===== src/rtl/node_pkg.sv =====
// node_pkg: shared state encoding and default data width for the mu-search node
package node_pkg;
  localparam int DEF_W = 16;
  typedef enum logic [2:0] {IDLE, LAUNCH, WAIT_BUSY, WAIT_DONE, CHECK} state_t;
endpackage


===== src/rtl/node_mu_search_starter.sv =====
// starter: rising-edge detector on a level start request, gated by an enable
module starter (
  input  logic CLK,
  input  logic RST,
  input  logic i_st,
  input  logic i_en,
  output logic o_go
);
  logic r_prev;
  // remember last ST level; tracking continues while busy so a held ST never retriggers
  always_ff @(posedge CLK) r_prev <= RST ? 1'b0 : i_st;
  assign o_go = i_st & ~r_prev & i_en;
endmodule


===== src/rtl/node_mu_search.sv =====
// node_mu_search: mu-operator, finds the smallest y with f(x,y)==0 using a child node for f
// Optional MU_TIMEOUT_EN bounds the search at MAX_ITER and flags ERR with RES all ones.
module node_mu_search
  import node_pkg::*;
#(
  parameter int          W        = DEF_W,
  parameter logic [15:0] MAX_ITER = 16'd1000
) (
  input  logic         CLK,
  input  logic         RST,
  input  logic         ST,
  input  logic [W-1:0] IN0,
  output logic         RD,
  output logic [W-1:0] RES,
  output logic         ERR,
  output logic         CH_ST,
  output logic [W-1:0] CH_IN0,
  output logic [W-1:0] CH_IN1,
  input  logic         CH_RD,
  input  logic [W-1:0] CH_RES
);
  state_t       r_state, w_next;
  logic [W-1:0] r_x, r_y, r_res;
  logic         r_err, r_ch_prev, r_zero, w_go, w_tmo;
  starter u_starter (.CLK(CLK), .RST(RST), .i_st(ST), .i_en(r_state == IDLE), .o_go(w_go));
`ifdef MU_TIMEOUT_EN
  assign w_tmo = (r_y == W'(MAX_ITER));
`else
  logic w_unused_max;
  assign w_unused_max = |MAX_ITER;
  assign w_tmo = 1'b0;
`endif
  // next-state: launch child, wait for it to go busy, then for its 0->1 done edge, then judge
  always_comb begin
    w_next = r_state;
    case (r_state)
      IDLE:      w_next = w_go ? LAUNCH : IDLE;
      LAUNCH:    w_next = WAIT_BUSY;
      WAIT_BUSY: w_next = CH_RD ? WAIT_BUSY : WAIT_DONE;
      WAIT_DONE: w_next = (CH_RD && !r_ch_prev) ? CHECK : WAIT_DONE;
      CHECK:     w_next = (r_zero || w_tmo) ? IDLE : LAUNCH;
      default:   w_next = IDLE;
    endcase
  end
  // state register and datapath; RES only changes on a finished search
  always_ff @(posedge CLK) begin
    if (RST) begin
      r_state   <= IDLE;
      r_x       <= '0;
      r_y       <= '0;
      r_res     <= '0;
      r_err     <= 1'b0;
      r_ch_prev <= 1'b1;
      r_zero    <= 1'b0;
    end else begin
      r_state   <= w_next;
      r_ch_prev <= CH_RD;
      if (r_state == IDLE && w_go) begin
        r_x   <= IN0;
        r_y   <= '0;
        r_err <= 1'b0;
      end
      if (r_state == WAIT_DONE && w_next == CHECK) r_zero <= (CH_RES == '0);
      if (r_state == CHECK) begin
        if (r_zero) r_res <= r_y;
        else if (w_tmo) begin
          r_res <= '1;
          r_err <= 1'b1;
        end else r_y <= r_y + 1'b1;
      end
    end
  end
  assign RD     = (r_state == IDLE);
  assign RES    = r_res;
  assign ERR    = r_err;
  assign CH_ST  = (r_state == LAUNCH);
  assign CH_IN0 = r_x;
  assign CH_IN1 = r_y;
endmodule


===== config.mk =====
export PLATFORM = sky130hd
export DESIGN_NAME = node_mu_search
export DESIGN_NICKNAME = d
export VERILOG_FILES = /design/src/rtl/node_pkg.sv /design/src/rtl/node_mu_search_starter.sv /design/src/rtl/node_mu_search.sv
export SDC_FILE = /design/constraint.sdc
export NUM_CORES = 1
export LEC_CHECK = 0
export ABC_AREA = 1
export ABC_CLOCK_PERIOD_IN_PS = 1530
export CAP_MARGIN = 20
export CELL_PAD_IN_SITES_DETAIL_PLACEMENT = 2
export CELL_PAD_IN_SITES_GLOBAL_PLACEMENT = 2
export CORE_ASPECT_RATIO = 1.25
export CORE_MARGIN = 3
export CORE_UTILIZATION = 24
export DETAILED_ROUTE_END_ITERATION = 8
export PLACE_DENSITY = 0.87
export SYNTH_ARGS = -nofsm -noshare
export SYNTH_HDL_FRONTEND = slang
export SYNTH_SLANG_ARGS = --single-unit

===== constraint.sdc =====
create_clock -name CLK -period 1.53 [get_ports CLK]
set_input_delay 0.3825 -clock CLK [delete_from_list [all_inputs] [get_ports CLK]]
set_output_delay 0.3825 -clock CLK [all_outputs]
set_load 0.01 [all_outputs]

==> results.py, run 1 <==
metrics = {
    "power_and_ir_drop": {
        "vdd_ir_drop_max_mv": 0.405,
        "p_leak_nw": 1.67,
        "power.density_mw_per_mm2": 837,
    },
    "timing": {
        "fmax_mhz": 675,
        "setup_viol": 0,
        "slew_violations": 0,
        "period_minus_slack_ns": 1.48,
        "fin_skew_ns": 0.00857,
        "fin_tns_setup_ns": 0,
        "hold_viol": 0,
        "post-route-period-util_pct": 96.8,
    },
    "synth": {
        "synthArstFlopShare_pct": 0,
        "synthFlopType": "dfxtp_1",
        "ys_top_cells_by_count": "nor2_1, nand2_1, dfxtp_1",
        "synthTopCellsByArea": "dfxtp_1, nor2_1, nand2_1, a21oi_1, nand3_1",
        "postSynthCellCount": 340,
        "synth_cell_type_count": 31,
        "synth_top_area_cell": "dfxtp_1",
        "synth_edf_count": 0,
        "synth_top_area_share_pct": 44.4,
        "synth.avg_cell_area_um2": 7.16,
        "netlist_area_mm2": 0.00243,
        "yosysWarnings": 0,
        "synth.most_common_cell": "nor2_1",
        "ys_ff_latch": 54,
        "syn_nets": 377,
        "yosysSeqAreaShare_pct": 44.4,
    },
    "cells_and_area": {
        "nets": 492,
        "n_antenna_cell": 0,
        "syn_to_final_growth_pct": 55.0,
        "fillCellCount": 1137,
        "drive_gt1_share_pct": 18.0,
        "design_area_mm2": 0.00377,
    },
    "placement": {
        "io_buffers": 85,
        "place_area_mm2": 0.00362,
        "hpwl_um": 7220,
        "place.gp.congestion": 0.813,
    },
    "floorplanning": {
        "rows": 40,
        "start_util_pct": 24.9,
        "die_h_um": 119,
        "ios": 87,
        "core_mm2": 0.00976,
        "die_width_um": 96.1,
        "die-area_mm2": 0.0114,
    },
    "cts": {
        "cts_buffers": 5,
        "htree_num_levels": 2,
        "cts_tree": "built",
        "clk_pin_slew_ns": 0.07,
        "cts_root_buf": "clkbuf_16",
        "ctsHoldBuffers": 0,
        "ctsLongestPathBuffers": 2,
        "cts_sinks": 54,
        "clk_latency_ns": 0.30,
    },
    "global_route": {
        "grt_max_degree": 19,
        "track_usage_pct": 18.3,
        "grt_pass1_wl_um": 16100,
        "antenna_found_initial": 0,
        "first_global_vias": 3088,
        "grt_overflow_total": 0,
    },
    "route": {
        "wl_per_cell_um": 17.4,
        "route.detailed.drc": 0,
        "vias": 2744,
        "initialDrtViolationCount": 66,
        "drt_pass1_iterations": 4,
        "drt_wl_total_um": 10100,
        "drtAntennaViolNets": 0,
        "viasPerCell": 4.71,
    },
    "critical_path": {
        "crit_path_end_kind": "flip-flop",
        "crit_chain": "buf_4 -> nor2_2 -> nand2_2 -> nor2_8 -> buf_4 -> nand2_1 -> o22ai_1 -> nor2_1",
        "start_kind": "flip-flop",
        "crit_top_cell": "buf_4",
        "rr_worst_depth": 8,
        "slowest_stage": "dfxtp_2",
        "critical_path_class": "reg2reg",
        "cp_max_fo": 7,
        "required_ns": 1.71,
        "crit_arrival_ns": 1.67,
        "cpPeakStageDelay_ns": 0.33,
    },
    "min_path": {
        "hold_path_class": "reg2reg",
        "min_path_cells": 2,
    },
    "status": {
        "outcome": "finished clean",
    },
    "job": {
        "cap_violations": 0,
    },
}
[state kept, by name, indices dropped and copies added, names as in the netlist]
register          count
CH_IN0               16
CH_IN1               16
RES                  16
r_state               3
r_ch_prev             1
r_zero                1
u_starter.r_prev      1
[metal layers]
layer  wire length (µm)  global-route usage (%)  share of wire (%)
met1               4020                    20.9                 40
met2               5650                    33.9                 56
met3                286                    2.55                2.8
met4                168                    5.52                1.7
met5                  0                       0                  0
[metrics by stage]
| stage | util [%] | setup slack, ns | power [W] | cells | hold slack [ns] |
|---|---|---|---|---|---|
| after detailed placement | 37.1 | -0.241 | 0.00204 | 571 | 0.457 |
| after floorplan | - | 0.139 | 0.00172 | 340 | 0.452 |
| after CTS | 38.3 | 0.00235 | 0.00320 | 581 | 0.464 |
| final | 38.7 | 0.0493 | 0.00316 | 582 | 0.458 |
| after global placement | 37.1 | -0.151 | 0.00202 | 571 | 0.450 |
| after global routing | 38.7 | -0.0369 | 0.00329 | 582 | 0.484 |
[cells by family (layout without fill, tap and decap cells)]
group           after synthesis  count (layout)  share of synthesized area, %
compound gates               58              58                          12.2
buf+inv                      42             158                          8.74
other cells                   1               1                         0.154
simple gates                184             184                          34.0
fa+ha+maj                     1               1                         0.514
flops                        54              54                          44.4
[cell type report]
class | instances | area (µm²) | area share, %
sequential | 54 | 1100 | 29.1
clock buffer | 6 | 139 | 3.68
tap | 126 | 158 | 4.18
multi-input combinational | 244 | 1170 | 31.0
timing repair buffer | 122 | 1090 | 28.8
inverter | 28 | 110 | 2.92
clock inverter | 2 | 12.5 | 0.331
[placed cells by master (no fill, tap or decap), types with 2 or more instances in the layout]
master / count
inv_1: 21
nor2_4: 2
nand4_1: 6
clkdlybuf4s50_1: 35
a21oi_2: 2
nor2_1: 67
dfxtp_2: 7
nor2_2: 5
o21ai_0: 19
buf_12: 2
a21oi_1: 29
clkbuf_16: 5
inv_2: 4
inv_4: 2
dfxtp_4: 2
buf_4: 34
dfxtp_1: 45
o21ai_1: 5
nand2_1: 61
dlygate4sd2_1: 48
nand3_1: 30
nor3_2: 3
nand2_4: 2
nand2_2: 3
[timing repair]
| item | 4_1_cts | 5_1_grt |
|---|---|---|
| endpoints found under the hold margin | 0 | 0 |
| buffers inserted | 2 | 1 |
| pin swaps | 1 | 3 |
| resized for setup | 64 | 16 |
| setup endpoints to repair | 51 | 25 |
[final timing paths]
check,slack (ns),end,start
worst max register to register,0.05,CH_IN1[5],r_state[1]
worst max-delay path,0.05,CH_IN1[5],r_state[1]
worst min register to register,0.46,RES[9],RES[9]
worst min-delay path,0.46,RES[9],RES[9]
[worst max-delay path, delay by kind of cell, from the launching register on]
family	cells	cell delay (ns)
buffers and inverters	2	0.29
flip-flops	1	0.33
AO/OA/AOI/OAI	1	0.21
AND/OR/NAND/NOR	5	0.53
[power by group]
group / internal, W / switching (W)
registers: 0.00146 / 0.0000302
logic: 0.000246 / 0.000238
clock network: 0.000650 / 0.000537
total: 0.00235 / 0.000805
Note: power is estimated with default switching activity, not from simulation.
==> run 2, diff against run 1 <==
--- a/config.mk
+++ b/config.mk
@@ -14,7 +14,7 @@
 export CORE_MARGIN = 3
 export CORE_UTILIZATION = 24
 export DETAILED_ROUTE_END_ITERATION = 8
-export PLACE_DENSITY = 0.87
+export PLACE_DENSITY_LB_ADDON = 0.2
 export SYNTH_ARGS = -nofsm -noshare
 export SYNTH_HDL_FRONTEND = slang
 export SYNTH_SLANG_ARGS = --single-unit
==> results.py, run 2 (synthesis results as in run 1) <==
metrics = {
    "cells_and_area": {
        "syn_to_final_growth_pct": 55.5,
        "layout_commonest_cell": "nor2_1",
        "fillCellCount": 1155,
        "multi_input_area_mm2": 0.00117,
        "final_util_pct": 38.8,
        "final_cell_count_no_fill": 579,
        "n_antenna_cell": 0,
        "nets": 490,
        "seq_area_mm2": 0.00110,
        "final_cell_mix": "nor2_1, nand2_1, dlygate4sd2_1",
        "design_area_mm2": 0.00379,
        "drive_gt1_share_pct": 17.4,
    },
    "critical_path": {
        "timing.rr.end": "CH_IN1[13]",
        "timing.rr.start": "r_state[2]",
        "timing.reg2reg.setup_slack_ns": 0.08,
        "critical_path_class": "reg2out",
        "crit_arrival_ns": 1.08,
        "required_ns": 1.15,
        "rr_worst_depth": 8,
        "cpPeakStageDelay_ns": 0.35,
        "cp_max_fo": 4,
        "slowest_stage": "dfxtp_2",
        "start_kind": "flip-flop",
        "crit_path_end_kind": "output pin",
        "crit_chain": "inv_1 -> nand2_2 -> nor2_2 -> buf_2",
    },
    "timing": {
        "fin_skew_ns": 0.00458,
        "setup_viol": 0,
        "post-route-period-util_pct": 95.5,
        "fmax_mhz": 685,
        "rsz0062_at_grt": "false",
        "hold_viol": 0,
        "whs_ns": 0.462,
        "period_minus_slack_ns": 1.46,
        "slew_violations": 0,
    },
    "route": {
        "drt_wl_total_um": 8760,
        "drt_pass1_iterations": 4,
        "wl_per_cell_um": 15.1,
        "viasPerCell": 4.62,
        "vias": 2675,
        "drtAntennaViolNets": 0,
        "route.detailed.drc": 0,
        "initialDrtViolationCount": 82,
    },
    "power_and_ir_drop": {
        "power.density_mw_per_mm2": 866,
        "vdd_ir_drop_max_mv": 0.374,
        "p_leak_nw": 1.67,
    },
    "cts": {
        "clk_latency_ns": 0.29,
        "cts_sinks": 54,
        "cts_buffers": 5,
        "clk_pin_slew_ns": 0.07,
        "ctsHoldBuffers": 0,
        "ctsLongestPathBuffers": 2,
        "cts_tree": "built",
        "cts_root_buf": "clkbuf_16",
        "htree_num_levels": 2,
    },
    "floorplanning": {
        "start_util_pct": 24.9,
        "die_width_um": 96.1,
        "die_h_um": 119,
        "die-area_mm2": 0.0114,
        "ios": 87,
        "rows": 40,
        "core_mm2": 0.00976,
    },
    "min_path": {
        "hold_path_class": "reg2reg",
        "min_path_cells": 2,
        "hp-start": "RES[5]",
        "min_to": "RES[5]",
    },
    "global_route": {
        "first_global_vias": 2878,
        "grt_pass1_wl_um": 14300,
        "track_usage_pct": 15.8,
        "grt_max_degree": 26,
        "grt_overflow_total": 0,
        "met1_usage_pct": 19.2,
        "met3_usage_pct": 2.55,
        "antenna_found_initial": 0,
        "grt.met2_usage_pct": 28.3,
        "top_usage_layer": "met2",
    },
    "placement": {
        "placedCellCount": 569,
        "io_buffers": 85,
        "place_area_mm2": 0.00362,
        "hpwl_um": 6730,
        "place.gp.congestion": 0.762,
    },
    "status": {
        "outcome": "finished clean",
    },
    "job": {
        "cap_violations": 0,
    },
}
-- run 2: metal layers --
layer	vias to the layer above	part of all wire (%)
li1	1322	-
met1	1281	43
met2	63	52
met3	9	3.5
met4	0	1.2
met5	-	0
-- run 2: area by class of cell --
type	count	area share [%]
Multi-Input combinational cell	244	31.0
Sequential cell	54	28.9
Timing Repair Buffer	120	28.6
Tap cell	126	4.16
Clock buffer	6	3.67
Inverter	28	2.91
Clock inverter	1	0.793
-- run 2: power breakdown --
part / leakage [nW] / internal, W / switching [W]
combinational: 1.15 / 0.000245 / 0.000221
sequential: 0.444 / 0.00146 / 0.0000325
clock: 0.0829 / 0.000809 / 0.000512
total: 1.67 / 0.00251 / 0.000766
-- run 2: metrics by stage --
stage	total power [W]	setup TNS, ns	worst slack (ns)
floorplan	0.00172	0	0.139
global placement	0.00202	-3.09	-0.130
detailed placement	0.00203	-4.46	-0.185
CTS	0.00334	-0.0479	-0.0479
global route	0.00346	0	0.000314
finish	0.00328	0	0.0692
-- run 2: worst max-delay path: cells and delay by family, from the launching register on --
kind | cells | cell delay (ns)
AND/OR/NAND/NOR | 2 | 0.20
flip-flops | 1 | 0.35
buffers and inverters | 2 | 0.23
-- run 2: how the worst max path moves through the flow --
stage               cells after the start  startpoint  slack (ns)          to
global route                            7   CH_IN1[0]      0.0003  CH_IN1[14]
CTS                                     4  r_state[0]       -0.05          RD
detailed placement                      7          ST       -0.19   CH_IN0[9]
floorplan                               8   CH_IN1[0]        0.14  CH_IN1[10]
global placement                        8          ST       -0.13   CH_IN1[8]
finish                                  4  r_state[1]        0.07          RD
-- run 2: timing repair --
action                                  CTS  global route
pin swaps                                 0             3
gates cloned                              0             0
setup buffers                             0             3
gates resized for setup                  61            15
endpoints found under the setup margin   50            15
==> run 3, diff against run 2 <==
--- a/config.mk
+++ b/config.mk
@@ -6,7 +6,6 @@
 export NUM_CORES = 1
 export LEC_CHECK = 0
 export ABC_AREA = 1
-export ABC_CLOCK_PERIOD_IN_PS = 1530
 export CAP_MARGIN = 20
 export CELL_PAD_IN_SITES_DETAIL_PLACEMENT = 2
 export CELL_PAD_IN_SITES_GLOBAL_PLACEMENT = 2
==> results of run 3 <==
Same layout as run 2: the final DEF is identical, and so are final timing and power.
